### config.mk
export PLATFORM = sky130hd
export DESIGN_NAME = coproc_arbiter_flat
export DESIGN_NICKNAME = d
export VERILOG_FILES = /design/src/rtl/coproc_pkg.sv /design/src/rtl/coproc_arbiter_if.sv /design/src/rtl/rr_arbiter.sv /design/src/rtl/coproc_arbiter.sv /design/src/flat_wrapper.sv
export SDC_FILE = /design/constraint.sdc
export NUM_CORES = 2
export LEC_CHECK = 0
export BUFFER_PORTS_ARGS = -buffer_cell sky130_fd_sc_hd__buf_2
export CAP_MARGIN = 0
export CORE_AREA = 2 2 643 645
export CTS_BUF_LIST = sky130_fd_sc_hd__clkbuf_16
export DETAILED_ROUTE_END_ITERATION = 10
export DIE_AREA = 0 0 645 647
export GPL_TIMING_DRIVEN = 0
export PLACE_DENSITY = 0.3
export SYNTH_ARGS = -nofsm -noshare
export SYNTH_HDL_FRONTEND = slang
export SYNTH_SLANG_ARGS = --single-unit
### constraint.sdc
create_clock -name clk -period 36.4 [get_ports clk]
set_clock_uncertainty 0.15 [all_clocks]
set_input_delay 3.64 -clock clk [delete_from_list [all_inputs] [get_ports clk]]
set_output_delay 3.64 -clock clk [all_outputs]
set_load 0.01 [all_outputs]
### src/rtl/coproc_pkg.sv
// Shared constants and types for the matrix-coprocessor arbiter.
// Holds operand/result geometry, opcode width, the sequencer state encoding
// and a small round-robin pointer helper.
package coproc_pkg;

  localparam int unsigned ELEM_W    = 8;
  localparam int unsigned RES_W     = 9;
  localparam int unsigned N_ELEM    = 25;
  localparam int unsigned OP_W      = 3;
  localparam int unsigned MAT_W     = ELEM_W * N_ELEM;  // 200
  localparam int unsigned RES_MAT_W = RES_W * N_ELEM;   // 225

  typedef enum logic [1:0] {
    StIdle    = 2'd0,
    StLoad    = 2'd1,
    StRun     = 2'd2,
    StDeliver = 2'd3
  } state_e;

  // Index following idx in a ring of n requesters.
  function automatic int unsigned rr_next(input int unsigned idx, input int unsigned n);
    return (idx + 1 >= n) ? 0 : idx + 1;
  endfunction

endpackage

### src/rtl/coproc_arbiter_if.sv
// Requester-side bundle of the coprocessor arbiter.
//   req/op_in/mat1_in/mat2_in : per-requester job request and operands (slice i = requester i)
//   res_ack                   : per-requester result acknowledge
//   gnt/res_valid/err         : per-requester grant, result valid and timeout flag
//   result                    : shared result bus, meaningful where res_valid is set
// slave is the arbiter side, master is the requester side.
interface coproc_arbiter_if #(
  parameter int unsigned N_REQ = 2
) ();
  import coproc_pkg::*;

  logic [N_REQ-1:0]       req;
  logic [OP_W*N_REQ-1:0]  op_in;
  logic [MAT_W*N_REQ-1:0] mat1_in;
  logic [MAT_W*N_REQ-1:0] mat2_in;
  logic [N_REQ-1:0]       res_ack;
  logic [N_REQ-1:0]       gnt;
  logic [N_REQ-1:0]       res_valid;
  logic [RES_MAT_W-1:0]   result;
  logic [N_REQ-1:0]       err;

  modport slave (
    input  req, op_in, mat1_in, mat2_in, res_ack,
    output gnt, res_valid, result, err
  );

  modport master (
    output req, op_in, mat1_in, mat2_in, res_ack,
    input  gnt, res_valid, result, err
  );

endinterface

### src/rtl/rr_arbiter.sv
// Combinational round-robin pick: the first requesting index at or after
// rr_ptr_i, wrapping around.
//   req_i    : request vector
//   rr_ptr_i : highest-priority index this round
//   grant_o  : one-hot winner (0 when no request)
//   idx_o    : binary winner index (0 when no request)
module rr_arbiter #(
  parameter  int unsigned N_REQ = 2,
  localparam int unsigned IdxW  = $clog2(N_REQ)
) (
  input  logic [N_REQ-1:0] req_i,
  input  logic [IdxW-1:0]  rr_ptr_i,
  output logic [N_REQ-1:0] grant_o,
  output logic [IdxW-1:0]  idx_o
);

  logic            found;
  logic [IdxW-1:0] cand;

  always_comb begin
    grant_o = '0;
    idx_o   = '0;
    found   = 1'b0;
    cand    = '0;
    for (int unsigned off = 0; off < N_REQ; off++) begin
      cand = IdxW'((32'(rr_ptr_i) + off) % N_REQ);
      if (!found && req_i[cand]) begin
        found         = 1'b1;
        grant_o[cand] = 1'b1;
        idx_o         = cand;
      end
    end
  end

endmodule

### src/rtl/coproc_arbiter.sv
// Shares one matrix coprocessor between N_REQ requesters.
// Round-robin picks an owner, latches its job, releases the coprocessor from
// reset, waits for done or timeout, then hands the result back with a
// valid/ack handshake.
//   clk, reset        : clock, asynchronous active-high reset
//   rq                : requester-side bundle (slave modport)
//   busy              : sequencer not idle
//   cop_rst           : coprocessor reset, high holds it idle
//   cop_op/m1/m2      : latched job presented to the coprocessor
//   cop_result/done   : coprocessor outputs
// Every output comes straight from a flop.
module coproc_arbiter
  import coproc_pkg::*;
#(
  parameter int unsigned N_REQ   = 2,
  parameter int unsigned TIMEOUT = 1024
) (
  input  logic                 clk,
  input  logic                 reset,
  coproc_arbiter_if.slave      rq,
  output logic                 busy,
  output logic                 cop_rst,
  output logic [OP_W-1:0]      cop_op,
  output logic [MAT_W-1:0]     cop_m1,
  output logic [MAT_W-1:0]     cop_m2,
  input  logic [RES_MAT_W-1:0] cop_result,
  input  logic                 cop_done
);

  localparam int unsigned IdxW = $clog2(N_REQ);
  localparam int unsigned CntW = $clog2(TIMEOUT);

  state_e               state_q, state_d;
  logic [IdxW-1:0]      owner_q, owner_d;
  logic [IdxW-1:0]      rr_ptr_q, rr_ptr_d;
  logic [N_REQ-1:0]     gnt_q, gnt_d;
  logic [N_REQ-1:0]     res_valid_q, res_valid_d;
  logic [N_REQ-1:0]     err_q, err_d;
  logic [RES_MAT_W-1:0] result_q, result_d;
  logic                 busy_q, busy_d;
  logic                 cop_rst_q, cop_rst_d;
  logic [OP_W-1:0]      cop_op_q, cop_op_d;
  logic [MAT_W-1:0]     cop_m1_q, cop_m1_d;
  logic [MAT_W-1:0]     cop_m2_q, cop_m2_d;
  logic [CntW-1:0]      cnt_q, cnt_d;

  logic [N_REQ-1:0]     arb_gnt;
  logic [IdxW-1:0]      arb_idx;

  rr_arbiter #(
    .N_REQ (N_REQ)
  ) u_rr_arbiter (
    .req_i    (rq.req),
    .rr_ptr_i (rr_ptr_q),
    .grant_o  (arb_gnt),
    .idx_o    (arb_idx)
  );

  always_comb begin
    state_d     = state_q;
    owner_d     = owner_q;
    rr_ptr_d    = rr_ptr_q;
    gnt_d       = gnt_q;
    res_valid_d = res_valid_q;
    err_d       = err_q;
    result_d    = result_q;
    cop_rst_d   = cop_rst_q;
    cop_op_d    = cop_op_q;
    cop_m1_d    = cop_m1_q;
    cop_m2_d    = cop_m2_q;
    cnt_d       = cnt_q;

    unique case (state_q)
      StIdle: begin
        cop_rst_d = 1'b1;
        if (|rq.req) begin
          state_d = StLoad;
          owner_d = arb_idx;
          gnt_d   = arb_gnt;
        end
      end

      StLoad: begin
        cop_op_d  = rq.op_in[32'(owner_q) * OP_W +: OP_W];
        cop_m1_d  = rq.mat1_in[32'(owner_q) * MAT_W +: MAT_W];
        cop_m2_d  = rq.mat2_in[32'(owner_q) * MAT_W +: MAT_W];
        cnt_d     = '0;
        cop_rst_d = 1'b0;  // registered, so the coprocessor leaves reset as RUN begins
        state_d   = StRun;
      end

      StRun: begin
        cnt_d = cnt_q + CntW'(1);
        // A requester that already dropped req never sees res_valid; the
        // job still finishes and DELIVER just retires it.
        if (cop_done) begin
          result_d    = cop_result;
          err_d       = '0;
          res_valid_d = gnt_q & rq.req;
          cop_rst_d   = 1'b1;
          state_d     = StDeliver;
        end else if (cnt_q == CntW'(TIMEOUT - 1)) begin
          result_d    = '0;
          err_d       = gnt_q & rq.req;
          res_valid_d = gnt_q & rq.req;
          cop_rst_d   = 1'b1;
          state_d     = StDeliver;
        end
      end

      StDeliver: begin
        if (rq.res_ack[owner_q] || !rq.req[owner_q]) begin
          rr_ptr_d    = IdxW'(rr_next(32'(owner_q), N_REQ));
          gnt_d       = '0;
          res_valid_d = '0;
          err_d       = '0;
          state_d     = StIdle;
        end
      end

      default: state_d = StIdle;
    endcase

    busy_d = (state_d != StIdle);
  end

  always_ff @(posedge clk or posedge reset) begin
    if (reset) begin
      state_q     <= StIdle;
      owner_q     <= '0;
      rr_ptr_q    <= '0;
      gnt_q       <= '0;
      res_valid_q <= '0;
      err_q       <= '0;
      result_q    <= '0;
      busy_q      <= 1'b0;
      cop_rst_q   <= 1'b1;
      cop_op_q    <= '0;
      cop_m1_q    <= '0;
      cop_m2_q    <= '0;
      cnt_q       <= '0;
    end else begin
      state_q     <= state_d;
      owner_q     <= owner_d;
      rr_ptr_q    <= rr_ptr_d;
      gnt_q       <= gnt_d;
      res_valid_q <= res_valid_d;
      err_q       <= err_d;
      result_q    <= result_d;
      busy_q      <= busy_d;
      cop_rst_q   <= cop_rst_d;
      cop_op_q    <= cop_op_d;
      cop_m1_q    <= cop_m1_d;
      cop_m2_q    <= cop_m2_d;
      cnt_q       <= cnt_d;
    end
  end

  assign rq.gnt       = gnt_q;
  assign rq.res_valid = res_valid_q;
  assign rq.err       = err_q;
  assign rq.result    = result_q;
  assign busy         = busy_q;
  assign cop_rst      = cop_rst_q;
  assign cop_op       = cop_op_q;
  assign cop_m1       = cop_m1_q;
  assign cop_m2       = cop_m2_q;

endmodule

### src/flat_wrapper.sv
// flat-port wrapper written by rule: the top's interface ports become plain ports
module coproc_arbiter_flat import coproc_pkg::*;
#(
  parameter int unsigned N_REQ   = 2,
  parameter int unsigned TIMEOUT = 1024
)
  (clk, reset, busy, cop_rst, cop_op, cop_m1, cop_m2, cop_result, cop_done, rq_req, rq_op_in, rq_mat1_in, rq_mat2_in, rq_res_ack, rq_gnt, rq_res_valid, rq_result, rq_err);
  coproc_arbiter_if #(.N_REQ(N_REQ)) rq_i ();
  input  logic clk;
  input  logic reset;
  output logic busy;
  output logic cop_rst;
  output logic [OP_W-1:0] cop_op;
  output logic [MAT_W-1:0] cop_m1;
  output logic [MAT_W-1:0] cop_m2;
  input  logic [RES_MAT_W-1:0] cop_result;
  input  logic cop_done;
  input wire logic [$bits(rq_i.req)-1:0] rq_req;
  input wire logic [$bits(rq_i.op_in)-1:0] rq_op_in;
  input wire logic [$bits(rq_i.mat1_in)-1:0] rq_mat1_in;
  input wire logic [$bits(rq_i.mat2_in)-1:0] rq_mat2_in;
  input wire logic [$bits(rq_i.res_ack)-1:0] rq_res_ack;
  output wire logic [$bits(rq_i.gnt)-1:0] rq_gnt;
  output wire logic [$bits(rq_i.res_valid)-1:0] rq_res_valid;
  output wire logic [$bits(rq_i.result)-1:0] rq_result;
  output wire logic [$bits(rq_i.err)-1:0] rq_err;
  assign rq_i.req = rq_req;
  assign rq_i.op_in = rq_op_in;
  assign rq_i.mat1_in = rq_mat1_in;
  assign rq_i.mat2_in = rq_mat2_in;
  assign rq_i.res_ack = rq_res_ack;
  assign rq_gnt = rq_i.gnt;
  assign rq_res_valid = rq_i.res_valid;
  assign rq_result = rq_i.result;
  assign rq_err = rq_i.err;
  coproc_arbiter #(.N_REQ(N_REQ), .TIMEOUT(TIMEOUT)) u_core (.clk(clk), .reset(reset), .rq(rq_i), .busy(busy), .cop_rst(cop_rst), .cop_op(cop_op), .cop_m1(cop_m1), .cop_m2(cop_m2), .cop_result(cop_result), .cop_done(cop_done));
endmodule
Yosys cells after proc, flatten, opt, wreduce, memory -nomap -nowiden. Cells that the tools add are included. Widths: inputs -> output; s select.

Register bits after elaboration: 650. Output and inout bits: 636. Logic and storage cells: 93.

Add/subtract/negate cells: 3. Multiply operators: 2. $lt $le $gt $ge: 6. Equality and inequality tests: 7. Shifts and indexed selects: 3. Muxes and demuxes: 37. Bitwise gates (word level): 2. Reductions and logical operators: 20.

Operator list (count): $shiftx 400x10->200 (2); $mux 225 (2); $mux 2 (11); $pmux 10 s2 (1); $mux 1 (16); $pmux 2 s2 (3); $add 10x1->10 const B (1); $eq 10x10->1 const B (1); $reduce_bool 2->1 (5); $pmux 2 s4 (1); $reduce_and 2->1 (4); $lt 1x2->1 const B (3); $mul 1x5->6 const B (1); $reduce_and 3->1 (2); $shiftx 6x4->3 (1); $eq 2x2->1 const B (2); $ne 2x1->1 const B (2); $logic_and 1x1->1 (3); $mul 1x2->3 const B (1); $ne 3x2->1 const B (1); $pmux 1 s3 (1); $reduce_bool 3->1 (1); $add 1x1->2 const B (1); $and 2x2->2 (1); other kinds (10) (13).

Depth between registers and ports, before layout.
Word-level depth: 9. Gate-level depth with buffers: 8.

Cells and area by module. Synthesis repeated with hierarchy kept, for this count alone.

Cells, all modules: 2374. Area, all modules: 27350.0 um^2.

By module, submodules not included: coproc_arbiter (times used 1, cells an instance 2370, area each 27320.0 um^2); rr_arbiter (times used 1, cells an instance 4, area each 30.0 um^2).

Worst setup path before layout. No wires, ideal clock.

Kind: input -> register. From: in rq_req[0]. To: reg u_core.err_q[0], in the netlist u_core.rq.err[0]. Library setup time: 0.125 ns. Arrival: 4.730 ns. Required time: 36.125 ns. Slack: 31.395 ns. Stages: 4. Path buffers: 0. Cell sequence: inv_1 o311ai_0 a22o_1 mux2_2.

Longest elaborated chain between the ends: 6.

Ends and longest elaborated chain: start: declaration (line flat_wrapper.sv:18) `input wire logic [$bits(rq_i.req)-1:0] rq_req;`; $mux 1 (implied by the code) (2 in series) (line coproc_arbiter.sv:112) `if (rq.res_ack[owner_q] || !rq.req[owner_q]) begin`; $logic_not 1->1 (line coproc_arbiter.sv:112); $logic_or 1x1->1 (line coproc_arbiter.sv:112); $ne 2x1->1 (no line); $reduce_and 3->1 (no line); end signal: assignment (line coproc_arbiter.sv:148) `err_q <= err_d;`; end: declaration (line coproc_arbiter.sv:38) `logic [N_REQ-1:0] err_q, err_d;`.

Several ways; a longest one is shown, not always the timed one. The select of a mux whose other input is x is not followed. A chain may end at the register's enable or synchronous reset.

Worst setup path in the final report.
From: in cop_done. To: reg u_core.result_q[128], in the netlist u_core.rq.result[128].

Longest elaborated chain between the ends: 2.

Ends and longest elaborated chain: start: declaration (line flat_wrapper.sv:17) `input logic cop_done;`; $reduce_bool 2->1 (no line); $reduce_and 2->1 (no line); end signal: assignment (line coproc_arbiter.sv:149) `result_q <= result_d;`; end: declaration (line coproc_arbiter.sv:39) `logic [RES_MAT_W-1:0] result_q, result_d;`.

Several ways; a longest one is shown, not always the timed one.

==> impl_metrics.env <==
export IMPL_status="complete, no violations"
export IMPL_place_congestion=0.9702
export IMPL_ctsLongestPathBuffers=4
export IMPL_chipHeight_um=647
export IMPL_yosysTopAreaCellShare=0.5938
export IMPL_seq_area_frac_synth=0.5947
export IMPL_endpoint_kind="flip-flop"
export IMPL_period_share=0.1491
export IMPL_holdWs_ns=0.3153
export IMPL_gr_total_overflow=0
export IMPL_grt_pass1_wl_um=368400
export IMPL_cts_max_level=3
export IMPL_required_ns=36.97
export IMPL_post_route_cells_drive_above_1_share=0.4533
export IMPL_numPortBuffers=1673
export IMPL_power_density_nw_per_um2=93.78
export IMPL_gr_usage_all_layers=0.1398
export IMPL_wl_um=305100
export IMPL_crit_arrival_ns=5.99
export IMPL_path_clk_slew_ns=0.06
export IMPL_finalCriticalPeriod_ns=5.427
export IMPL_dp_slack_ns=29.99
export IMPL_grt_max_degree=114
export IMPL_maxCapViolations=0
export IMPL_timing_fmax_ghz=0.1843
export IMPL_vias=29530
export IMPL_synth_edff_count=0
export IMPL_hold_buffers=0
export IMPL_post_cts_buffers=0
export IMPL_r2r_cells=5
export IMPL_p_leak_nw=21.45
export IMPL_std_cell_rows=236
export IMPL_wl_per_cell_um=30.94
export IMPL_cp_start_kind="input port"
export IMPL_ys_warn_count=0
export IMPL_clk_insertion_delay_late_ns=0.83
export IMPL_cts_tree="yes"
export IMPL_critPathKind="input port to flip-flop"
export IMPL_synth_avg_cell_area_sq_um=11.54
export IMPL_cts_sink_count=650
export IMPL_die_w_um=645
export IMPL_fin_ws_ns=30.97
export IMPL_initialDrtViolationCount=2436
export IMPL_hold_viol=0
export IMPL_drv_slew=0
export IMPL_path_max_fanout=10
export IMPL_finalSetupViolations=0
export IMPL_r2r_setup_slack_ns=32.33
export IMPL_synth_top_area_cell="dfrtp_1"
export IMPL_synth_cell_types=45
export IMPL_fin_nets=5207
export IMPL_r2r_end="u_core.cop_m1[140]"
export IMPL_synth_async_sr_flop_share=1.000
export IMPL_core_area_sq_um=411000
export IMPL_crit_start="cop_done"
export IMPL_drcViolationCount=0
export IMPL_synth_common_cells="dfrtp_1 (649), nor2_1 (410), a21oi_1 (407)"
export IMPL_via_per_inst=2.995
export IMPL_root_buffer="clkbuf_16"
export IMPL_synth_nets=3415
export IMPL_antenna_found_initial=303
export IMPL_cts_resized=0
export IMPL_ant_nets=0
export IMPL_maxSlewHeadroom=0.1124
export IMPL_dpl_hpwl_um=268400
export IMPL_grt_pass1_vias=29380
export IMPL_syn_inst=2371
export IMPL_initial_utilization=0.06655
export IMPL_dieArea_sq_um=417300
export IMPL_post_synth_top_count_cell="dfrtp_1"
export IMPL_cts_inserted_buffers=104
export IMPL_ioPinCount=1674
export IMPL_area_growth_pct=69.89
export IMPL_synthFlopType="dfrtp_1"
export IMPL_drt_first_pass_iters=5
export IMPL_synth_area_leaders="dfrtp_1 (59%), mux2i_1 (15%), a21oi_1 (7.4%)"
export IMPL_p_total_mw=4.358
export IMPL_crit_end="u_core.rq.result[128]"
export IMPL_netlist_area_sq_um=27350
export IMPL_rsz0062_at_grt="false"
export IMPL_tns_ns=0
export IMPL_tightest_slew_ns=1.331
export IMPL_yosys_register_bits=650
export IMPL_hp_class="flip-flop to flip-flop"
export IMPL_r2r_start="u_core.owner_q"
export IMPL_ir_drop_mv=0.03300
-- through the flow --
step                      instances  cell area [sq um]  utilization
after floorplan                2371              27350            -
after global placement         9518              42570       0.1036
after detailed placement       9531              42900       0.1044
after CTS                      9716              46110       0.1122
after global routing           9771              46250       0.1125
final                          9860              46470       0.1131
-- layout by cell type (no fill, tap or decap), types with 3 or more instances in the layout --
| master | instances |
|---|---|
| mux2_2 | 4 |
| inv_6 | 3 |
| clkbuf_16 | 104 |
| o21ai_0 | 7 |
| buf_1 | 5 |
| nor2_1 | 410 |
| nand3_1 | 6 |
| bufinv_16 | 7 |
| a22o_1 | 228 |
| buf_16 | 7 |
| clkinv_8 | 3 |
| nor3_1 | 3 |
| mux2i_1 | 398 |
| clkbuf_2 | 9 |
| and3_1 | 3 |
| a21oi_1 | 407 |
| clkinv_1 | 20 |
| mux2i_2 | 7 |
| clkbuf_1 | 103 |
| clkinv_2 | 16 |
| inv_1 | 31 |
| clkinvlp_4 | 9 |
| buf_2 | 1724 |
| dfrtp_1 | 649 |
| nand2_1 | 10 |
| buf_6 | 21 |
| ha_1 | 6 |
| diode_2 | 144 |
-- metal layers --
layer / up-vias / wire [um] / GRT usage
met1: 14628 / 117200 / 0.1630
met5: - / 772 / 0
li1: 12257 / - / -
met3: 636 / 34140 / 0.05941
met4: 116 / 11650 / 0.04594
met2: 1893 / 141300 / 0.2294
-- flip-flops by register name, indices dropped and copies added (netlist names) --
register             count
u_core.rq.err            2
u_core.cnt_q            10
u_core.cop_m1          200
u_core.cop_op            3
u_core.rq.res_valid      2
u_core.owner_q           1
u_core.busy              1
u_core.rq.result       225
u_core.state_q           2
u_core.cop_m2          200
u_core.rq.gnt            2
u_core.rr_ptr_q          1
u_core.cop_rst           1
-- critical path, stage by stage --
cell and delay [ns]:
buf_2 0.08, inv_1 0.09, nor2_4 0.35, buf_12 0.24
clkbuf_1 0.68, clkbuf_1 0.56, a22o_1 0.25
-- report_power, final --
group / switching [mW] / total, mW / leakage (nW) / internal, mW
Clock: 0.428 / 0.993 / 1.63 / 0.565
Combinational: 1.39 / 2.07 / 12.3 / 0.682
Sequential: 0.221 / 1.29 / 7.47 / 1.07
-- final cells by class --
type	count	area, sq um
timing repair buffer	1686	8650
buffer	186	908.4
sequential	650	16270
clock inverter	81	604.3
tap	5474	6849
antenna	144	360.3
clock buffer	104	2603
inverter	11	48.80
fill	47735	364600
multi-input combinational	1524	10180
-- worst min-delay path by stage --
stage / start / endpoint / slack, ns / cells past startpoint
detailed placement: u_core.cop_rst / u_core.cop_rst / 0.31 / 2
CTS: u_core.cop_rst / u_core.cop_rst / 0.32 / 2
global route: u_core.cop_rst / u_core.cop_rst / 0.33 / 2
global placement: u_core.cop_rst / u_core.cop_rst / 0.31 / 2
finish: u_core.cop_rst / u_core.cop_rst / 0.32 / 2
floorplan: u_core.cop_rst / u_core.cop_rst / 0.32 / 2
-- cell families after synthesis --
group,count (synthesis),share of synthesized area
xor gates and xnor gates,2,0.0006405
and+or+nand+nor,450,0.06477
muxes,409,0.1499
DFF,650,0.5947
adders and majority gates,6,0.002745
AOI/OAI and AO/OA,657,0.1530
buffers and inverters,197,0.03426
No activity file was read; power rests on OpenSTA's default activity.
